===== config.mk =====
export PLATFORM = sky130hd
export DESIGN_NAME = i2c_simple_target_flat
export DESIGN_NICKNAME = d
export VERILOG_FILES = /design/src/rtl/i2c_simple_target_if.sv /design/src/rtl/i2c_simple_target.sv /design/src/flat_wrapper.sv
export SDC_FILE = /design/constraint.sdc
export NUM_CORES = 1
export LEC_CHECK = 0
export ABC_CLOCK_PERIOD_IN_PS = 2900
export CAP_MARGIN = 0
export CELL_PAD_IN_SITES_DETAIL_PLACEMENT = 1
export CELL_PAD_IN_SITES_GLOBAL_PLACEMENT = 1
export CORE_MARGIN = 8
export CORE_UTILIZATION = 38
export CTS_BUF_LIST = sky130_fd_sc_hd__clkbuf_16
export DETAILED_ROUTE_END_ITERATION = 8
export PLACE_DENSITY_LB_ADDON = 0.1
export SLEW_MARGIN = 10
export SYNTH_ARGS = -nofsm -noshare
export SYNTH_HDL_FRONTEND = slang
export SYNTH_SLANG_ARGS = --single-unit

===== constraint.sdc =====
create_clock -name clk -period 2.9 [get_ports clk]
set_input_delay 0.58 -clock clk [delete_from_list [all_inputs] [get_ports clk]]
set_output_delay 0.58 -clock clk [all_outputs]
set_load 0.05 [all_outputs]

===== src/rtl/i2c_simple_target_if.sv =====
// Bus-side and status signals of the receive-only two-wire target.
// The master modport is the pad/bench side; the slave modport is the target.
interface i2c_simple_target_if #(
    parameter int MAX_BYTES = 8
);
    logic       scl_in;
    logic       sda_in;
    logic       sda_out_en;
    logic [7:0] rx_data [0:MAX_BYTES-1];
    logic [3:0] rx_count;
    logic       addr_match;
    logic       overflow;
    logic       busy;
    logic       frame_done;

    modport master (
        output scl_in, sda_in,
        input  sda_out_en, rx_data, rx_count, addr_match, overflow, busy, frame_done
    );

    modport slave (
        input  scl_in, sda_in,
        output sda_out_en, rx_data, rx_count, addr_match, overflow, busy, frame_done
    );
endinterface


===== src/rtl/i2c_simple_target.sv =====
// Receive-only two-wire bus target: synchronises SCL/SDA, detects START/STOP,
// shifts bytes in LSB-first, checks an optional address byte, ACKs by pulling
// SDA low and buffers up to MAX_BYTES payload bytes.
module i2c_simple_target #(
    parameter logic [7:0] TARGET_ADDR = 8'h4E,
    parameter bit         ADDR_CHECK  = 1'b1,
    parameter int         MAX_BYTES   = 8
) (
    input  logic clk,
    input  logic rst,
    i2c_simple_target_if.slave bus
);

    typedef enum logic [2:0] {
        IDLE,
        RX_BYTE,
        ACK_SETUP,
        ACK_HOLD,
        IGNORE
    } state_t;

    // Synchroniser chain and history; all idle-high so reset release is silent.
    logic scl_s1_q, scl_s2_q, scl_hist_q;
    logic sda_s1_q, sda_s2_q, sda_hist_q;

    // Bus events, registered so the FSM sees them 3 clk after the pad edge.
    logic scl_rise_q, scl_rise_d;
    logic scl_fall_q, scl_fall_d;
    logic start_q, start_d;
    logic stop_q, stop_d;

    state_t     state_q, state_d;
    logic [2:0] bit_cnt_q, bit_cnt_d;
    logic [7:0] shift_q, shift_d;
    logic       first_q, first_d;
    logic [3:0] rx_count_q, rx_count_d;
    logic [7:0] rx_data_q [0:MAX_BYTES-1];
    logic [7:0] rx_data_d [0:MAX_BYTES-1];
    logic       addr_match_q, addr_match_d;
    logic       overflow_q, overflow_d;
    logic       sda_oe_q, sda_oe_d;
    logic       frame_done_q, frame_done_d;

    // Event decode from current (s2) and previous (hist) samples. An SDA change
    // in the same sample as an SCL change never qualifies as START/STOP because
    // SCL must be high in both samples.
    always_comb begin
        scl_rise_d = scl_s2_q & ~scl_hist_q;
        scl_fall_d = ~scl_s2_q & scl_hist_q;
        start_d    = scl_s2_q & scl_hist_q & ~sda_s2_q & sda_hist_q;
        stop_d     = scl_s2_q & scl_hist_q & sda_s2_q & ~sda_hist_q;
    end

    // Frame FSM next-state and datapath. STOP and START override every state.
    always_comb begin
        state_d      = state_q;
        bit_cnt_d    = bit_cnt_q;
        shift_d      = shift_q;
        first_d      = first_q;
        rx_count_d   = rx_count_q;
        rx_data_d    = rx_data_q;
        addr_match_d = addr_match_q;
        overflow_d   = overflow_q;
        sda_oe_d     = sda_oe_q;
        frame_done_d = 1'b0;

        if (stop_q) begin
            state_d      = IDLE;
            sda_oe_d     = 1'b0;
            // A stray STOP on an idle bus must not re-announce the last frame.
            frame_done_d = addr_match_q && (state_q != IDLE);
        end else if (start_q) begin
            state_d      = RX_BYTE;
            bit_cnt_d    = 3'd0;
            first_d      = ADDR_CHECK;
            rx_count_d   = 4'd0;
            overflow_d   = 1'b0;
            addr_match_d = ~ADDR_CHECK;
            sda_oe_d     = 1'b0;
        end else begin
            case (state_q)
                RX_BYTE: begin
                    if (scl_rise_q) begin
                        shift_d[bit_cnt_q] = sda_hist_q;
                        bit_cnt_d          = bit_cnt_q + 3'd1;
                        if (bit_cnt_q == 3'd7) begin
                            state_d = ACK_SETUP;
                        end
                    end
                end
                ACK_SETUP: begin
                    // Decide at the end of the 8th data clock so SDA is only
                    // touched while SCL is low.
                    if (scl_fall_q) begin
                        if (ADDR_CHECK && first_q) begin
                            if (shift_q != TARGET_ADDR) begin
                                state_d = IGNORE;
                            end else begin
                                addr_match_d = 1'b1;
                                first_d      = 1'b0;
                                sda_oe_d     = 1'b1;
                                state_d      = ACK_HOLD;
                            end
                        end else if (int'(rx_count_q) < MAX_BYTES) begin
                            for (int i = 0; i < MAX_BYTES; i++) begin
                                if (int'(rx_count_q) == i) begin
                                    rx_data_d[i] = shift_q;
                                end
                            end
                            rx_count_d = rx_count_q + 4'd1;
                            sda_oe_d   = 1'b1;
                            state_d    = ACK_HOLD;
                        end else begin
                            overflow_d = 1'b1;
                            state_d    = IGNORE;
                        end
                    end
                end
                ACK_HOLD: begin
                    // Hold SDA low however long SCL stays high; release on fall.
                    if (scl_fall_q) begin
                        sda_oe_d  = 1'b0;
                        bit_cnt_d = 3'd0;
                        state_d   = RX_BYTE;
                    end
                end
                IGNORE: begin
                    sda_oe_d = 1'b0;
                end
                default: begin
                    sda_oe_d = 1'b0;
                end
            endcase
        end
    end

    // All state: synchronisers, event flags and the FSM registers.
    always_ff @(posedge clk or posedge rst) begin
        if (rst) begin
            scl_s1_q     <= 1'b1;
            scl_s2_q     <= 1'b1;
            scl_hist_q   <= 1'b1;
            sda_s1_q     <= 1'b1;
            sda_s2_q     <= 1'b1;
            sda_hist_q   <= 1'b1;
            scl_rise_q   <= 1'b0;
            scl_fall_q   <= 1'b0;
            start_q      <= 1'b0;
            stop_q       <= 1'b0;
            state_q      <= IDLE;
            bit_cnt_q    <= 3'd0;
            shift_q      <= 8'd0;
            first_q      <= 1'b0;
            rx_count_q   <= 4'd0;
            for (int i = 0; i < MAX_BYTES; i++) begin
                rx_data_q[i] <= 8'd0;
            end
            addr_match_q <= 1'b0;
            overflow_q   <= 1'b0;
            sda_oe_q     <= 1'b0;
            frame_done_q <= 1'b0;
        end else begin
            scl_s1_q     <= bus.scl_in;
            scl_s2_q     <= scl_s1_q;
            scl_hist_q   <= scl_s2_q;
            sda_s1_q     <= bus.sda_in;
            sda_s2_q     <= sda_s1_q;
            sda_hist_q   <= sda_s2_q;
            scl_rise_q   <= scl_rise_d;
            scl_fall_q   <= scl_fall_d;
            start_q      <= start_d;
            stop_q       <= stop_d;
            state_q      <= state_d;
            bit_cnt_q    <= bit_cnt_d;
            shift_q      <= shift_d;
            first_q      <= first_d;
            rx_count_q   <= rx_count_d;
            rx_data_q    <= rx_data_d;
            addr_match_q <= addr_match_d;
            overflow_q   <= overflow_d;
            sda_oe_q     <= sda_oe_d;
            frame_done_q <= frame_done_d;
        end
    end

    assign bus.sda_out_en = sda_oe_q;
    assign bus.rx_data    = rx_data_q;
    assign bus.rx_count   = rx_count_q;
    assign bus.addr_match = addr_match_q;
    assign bus.overflow   = overflow_q;
    assign bus.busy       = (state_q != IDLE);
    assign bus.frame_done = frame_done_q;

endmodule


===== src/flat_wrapper.sv =====
// flat-port wrapper written by rule: the top's interface ports become plain ports
module i2c_simple_target_flat 
#(
    parameter logic [7:0] TARGET_ADDR = 8'h4E,
    parameter bit         ADDR_CHECK  = 1'b1,
    parameter int         MAX_BYTES   = 8
)
  (clk, rst, bus_scl_in, bus_sda_in, bus_sda_out_en, bus_rx_data, bus_rx_count, bus_addr_match, bus_overflow, bus_busy, bus_frame_done);
  i2c_simple_target_if #(.MAX_BYTES(MAX_BYTES)) bus_i ();
  input  logic clk;
  input  logic rst;
  input wire logic [$bits(bus_i.scl_in)-1:0] bus_scl_in;
  input wire logic [$bits(bus_i.sda_in)-1:0] bus_sda_in;
  output wire logic [$bits(bus_i.sda_out_en)-1:0] bus_sda_out_en;
  output wire logic [$bits(bus_i.rx_data)-1:0] bus_rx_data;
  output wire logic [$bits(bus_i.rx_count)-1:0] bus_rx_count;
  output wire logic [$bits(bus_i.addr_match)-1:0] bus_addr_match;
  output wire logic [$bits(bus_i.overflow)-1:0] bus_overflow;
  output wire logic [$bits(bus_i.busy)-1:0] bus_busy;
  output wire logic [$bits(bus_i.frame_done)-1:0] bus_frame_done;
  assign bus_i.scl_in = bus_scl_in;
  assign bus_i.sda_in = bus_sda_in;
  assign bus_sda_out_en = bus_i.sda_out_en;
  assign bus_rx_data = {>>{bus_i.rx_data}};
  assign bus_rx_count = bus_i.rx_count;
  assign bus_addr_match = bus_i.addr_match;
  assign bus_overflow = bus_i.overflow;
  assign bus_busy = bus_i.busy;
  assign bus_frame_done = bus_i.frame_done;
  i2c_simple_target #(.TARGET_ADDR(TARGET_ADDR), .ADDR_CHECK(ADDR_CHECK), .MAX_BYTES(MAX_BYTES)) u_core (.clk(clk), .rst(rst), .bus(bus_i));
endmodule

======== Word level (Yosys, flattened, before mapping) ========
Cells that the tools add are included.
word-level totals
  register bits ........................... 97
  output and inout port bits .............. 73
  word-level logic and storage cells ...... 141
operators by class
  add/sub/neg operators ................... 2
  magnitude comparators ................... 3
  equal/unequal tests ..................... 24
  mux-type cells .......................... 45
  bitwise gates (word level) .............. 14
  reductions and logical operators ........ 26
operators by type and width
  kind                                                                   number
  7-bit AND reduction                                                    8
  3-bit two-way mux                                                      12
  5-bit AND reduction                                                    5
  1-bit two-way mux                                                      23
  4-bit two-way mux                                                      5
  4-bit equality test, second input constant                             4
  4-bit by 1-bit != test with 1-bit output, second input constant        4
  3-bit by 1-bit != test with 1-bit output, second input constant        3
  3-bit case mux with 3 select lines                                     1
  8-bit bitwise mux                                                      1
  4-bit by 3-bit equality test with 1-bit output, second input constant  2
  8-bit by 7-bit != test with 1-bit output, second input constant        1
  4-bit AND reduction                                                    2
  2-bit nonzero test                                                     4
  1-bit AND                                                              7
  1-bit NOT                                                              7
  3-bit by 2-bit equality test with 1-bit output, second input constant  2
  2-bit by 1-bit != test with 1-bit output, second input constant        3
  3-bit case mux with 2 select lines                                     1
  3-bit nonzero test                                                     2
  5-bit by 1-bit != test with 1-bit output, second input constant        1
  5-bit by 3-bit != test with 1-bit output, second input constant        1
  5-bit nonzero test                                                     1
  4-bit by 1-bit adder with 4-bit output, second input constant          1
  other kinds (12)                                                       13

======== Longest topological paths before layout ========
  word-level depth ........................ 7
  depth in mapped cells ................... 7
  gate-level depth less buffers ........... 6

======== Least setup slack after synthesis ========
No wires, ideal clock.
  path type ............................... register -> register
  start point ............................. register u_core.rx_count_q[3], in the netlist u_core.bus.rx_count[3]
  end point ............................... register u_core.rx_data_q, in the netlist u_core.bus.rx_data[0]
  library setup time ...................... 0.125 ns
  arrival ................................. 1.913 ns
  data required time ...................... 2.775 ns
  slack ................................... 0.862 ns
  cell stages (with the launch flop) ...... 6
  path buffers ............................ 1
  cell sequence ........................... dfrtp_1 > or2_2 > nor3_4 > and3_1 > buf_4 > mux2_2
between the ends
  cells in the longest elaborated chain, start to end .. 2
  elaborated cells on any way between the ends .. 3
  those cells by class .................... order compare: 1; eq/ne: 1; reduce/logical: 1
RTL lines
  what                                                       RTL line                                            text
  start, declared                                            i2c_simple_target.sv:36                             logic [3:0] rx_count_q, rx_count_d;
  start signal, assigned                                     i2c_simple_target.sv:177                            rx_count_q <= rx_count_d;
  4-bit < comparator or 4-bit equality test (tied branches)  i2c_simple_target.sv:104, i2c_simple_target.sv:106
  7-bit AND reduction (no line) *                            --
  end signal, assigned                                       i2c_simple_target.sv:178                            rx_data_q <= rx_data_d;
  end, declared                                              i2c_simple_target.sv:37                             logic [7:0] rx_data_q [0:MAX_BYTES-1];
Mark *: on every way between the ends. The rest lies on a longest branch, timed or not.
A chain may end at the register's enable or synchronous reset.

======== Worst setup path in the final report ========
  start point ............................. register u_core.state_q[1]
  end point ............................... output port bus_busy
between the ends
  cells in the longest elaborated chain, start to end .. 1
RTL lines
  what                    RTL line                  text
  start, declared         i2c_simple_target.sv:32   state_t state_q, state_d;
  start signal, assigned  i2c_simple_target.sv:173  state_q <= state_d;
  3-bit nonzero test      i2c_simple_target.sv:191  assign bus.busy = (state_q != IDLE);
  end, declared           flat_wrapper.sv:19        output wire logic [$bits(bus_i.busy)-1:0] bus_busy;
Every way passes these cells.

==> results.cfg <==
[status]
status = complete, no violations

[clock_network]
htreeDepth = 3
cts_num_sinks = 97
cts_resized = 0
postCtsHoldBufs = 0
clock-root-buffer = clkbuf_16
post_cts_buffers = 0
numCtsBuffers = 9
clk_pin_slew_ns = 0.07
cts_tree = done
clk-insertion-delay-late_ns = 0.34
clock_path_buffers = 2

[power]
pwr_density_cell_nw_per_um2 = 500
switching_share_pct = 23.4
p_leak_nw = 2.40
p_sw_mw = 0.605
power_frac_comb_pct = 2.7
seqPwrFrac_pct = 54.2
power.total_mw = 2.59
internal-power_mw = 1.98
max-vdd-ir-drop_uv = 239
clockPowerShare_pct = 43.2

[setup_path]
cp.arrival_ns = 1.96
crit_required_ns = 2.32
crit_path_end_kind = output pin
path_max_fanout = 10
path_class = reg2out
cp-start-kind = register

[drt]
post_drt_wl_per_cell_um = 19.4
wl_mm = 9.61
drt_pass1_iterations = 5
num_vias = 2488
drc_errors = 0
vias_per_cell = 5.03
ant_nets = 0
drt_iter0_markers = 74

[place]
dp_hpwl_mm = 6.72
pre_cts_slack_ns = 0.718
placed_area_sq_um = 4890
gp_congestion = 0.738
dp.cells = 479
io_buffers = 76

[sta]
tightest_slew_ns = 0.597
layout_setup_ws_ns = 0.363
drv_slew = 0
clock_skew_ns = 0.00646
hold_slack_ns = 0.357
finalSetupViolations = 0
fin_tns_setup_ns = 0
fmax_mhz = 394
min_period_ns = 2.54
rsz0062_at_grt = no
maxSlewHeadroom_pct = 60.1
hold_viol = 0
finalCritPeriodShare_pct = 87.5

[synthesis]
synth_edf_count = 0
ys_ff_latch = 97
synth_most_common_cell = dfrtp_1
synth_area_per_cell_sq_um = 14.3
ys_warn_count = 0
synth_nets = 290
async_flop_share_pct = 100
synth_ff_type = dfrtp_1
synth_top_cell_area_share_pct = 56.9
yosysTopAreaCell = dfrtp_1
yosysSeqAreaShare_pct = 60.8
synth_area_sq_um = 4010
synthCells = 280
yosysUniqueCellTypes = 45
synth.area.top_cells = dfrtp_1 57%, mux2_2 20%, dfstp_2 3.9%
synth_common_cells = 91 x dfrtp_1, 70 x mux2_2, 9 x nor2_1, 7 x nand2_1

[die]
die_h_um = 119
die_w_um = 119
rows = 37
io_pins = 77
dieArea_sq_um = 14100
start_util_pct = 39.0
core_area_sq_um = 10300

[global_routing]
grt_use_total_pct = 14.4
grt_pass1_vias = 2791
grt_pass1_wl_mm = 15.8
antenna_found_initial = 0
grt_max_degree = 52
grt_overflow = 0

[min_path]
hp-class = reg2reg

[layout]
insertedDiodeCount = 0
fill_cells = 1044
syn_to_final_growth_pct = 29.1
fin_cells = 495
layout.nets = 364
final_area_sq_um = 5170
final_core_util_pct = 50.3
drive_gt1_share_pct = 30.4

[job]
max-cap-violations = 0
state kept, by name (all words and copies together), names as in the netlist, 3 cells and up:
name                 count
u_core.bus.rx_count      4
u_core.state_q           3
u_core.shift_q           8
u_core.bus.rx_data      64
u_core.bit_cnt_q         3
layout make-up:
type / count / area (sq um) / share of cell area [%]
Multi-Input combinational cell: 162 / 1470 / 28.5
Clock buffer: 9 / 225 / 4.35
Timing Repair Buffer: 78 / 788 / 15.2
Inverter: 6 / 26.3 / 0.508
Clock inverter: 7 / 53.8 / 1.04
Tap cell: 136 / 170 / 3.29
Sequential cell: 97 / 2430 / 47.1
final timing paths:
path,depth (start not counted),endpoint,slack (ns),startpoint
min in group asynchronous,2,u_core.bus.rx_data[42],0.65,rst
min reg2reg,0,u_core.sda_s2_q,0.36,u_core.sda_s1_q
max reg2reg,4,u_core.bus.rx_data[2],0.77,u_core.stop_q
max,2,bus_busy,0.36,u_core.state_q[1]
max in group asynchronous,3,u_core.shift_q[2],1.54,rst
min,0,u_core.sda_s2_q,0.36,u_core.sda_s1_q
critical path, cell delays in order, from the launching register on:
cell	delay [ns]
dfrtp_1	0.48
or3_1	0.42
clkdlybuf4s50_1	0.71
routing by layer:
metal  global-route usage (%)  share of wire, %  routed length (um)  vias up
met1                     17.7                44                4240     1278
li1                         -                 -                   -     1136
met3                     3.71               5.3                 512       13
met4                     6.64               1.8                 172        0
met5                        0                 0                   0        -
met2                     23.2                49                4690       61
power by group through the flow:
stage	clock network, mW	logic, mW	registers, mW
after floorplan	0	0.0586	1.41
after global placement	0	0.0690	1.43
after detailed placement	0	0.0708	1.43
after CTS	1.15	0.0716	1.40
after global routing	1.22	0.0790	1.40
final	1.12	0.0685	1.40
cell usage in the layout (no fill, tap or decap), types with 3 or more instances in the layout:
master and instances:
dfrtp_1 91, clkdlybuf4s50_1 76, mux2_2 70, nor2_1 9
clkbuf_16 9, nand2_1 7, o21ai_0 6, ha_1 6
dfstp_2 6, inv_1 5, nor2b_1 5, a21oi_1 5
nand2_2 4, nand3_1 4, nand3_2 3, and3_1 3
clkinvlp_4 3, a21o_1 3
kinds of logic after synthesis:
logic type	count (synthesis)	share of synthesized area, %
AO/OA/AOI/OAI	24	3.91
adder cells (fa/ha/maj)	6	1.87
buffers and inverters	21	2.41
flip-flops	97	60.8
multiplexers	73	20.5
AND/OR/NAND/NOR	59	10.5
Note: power is estimated with default switching activity, not from simulation.
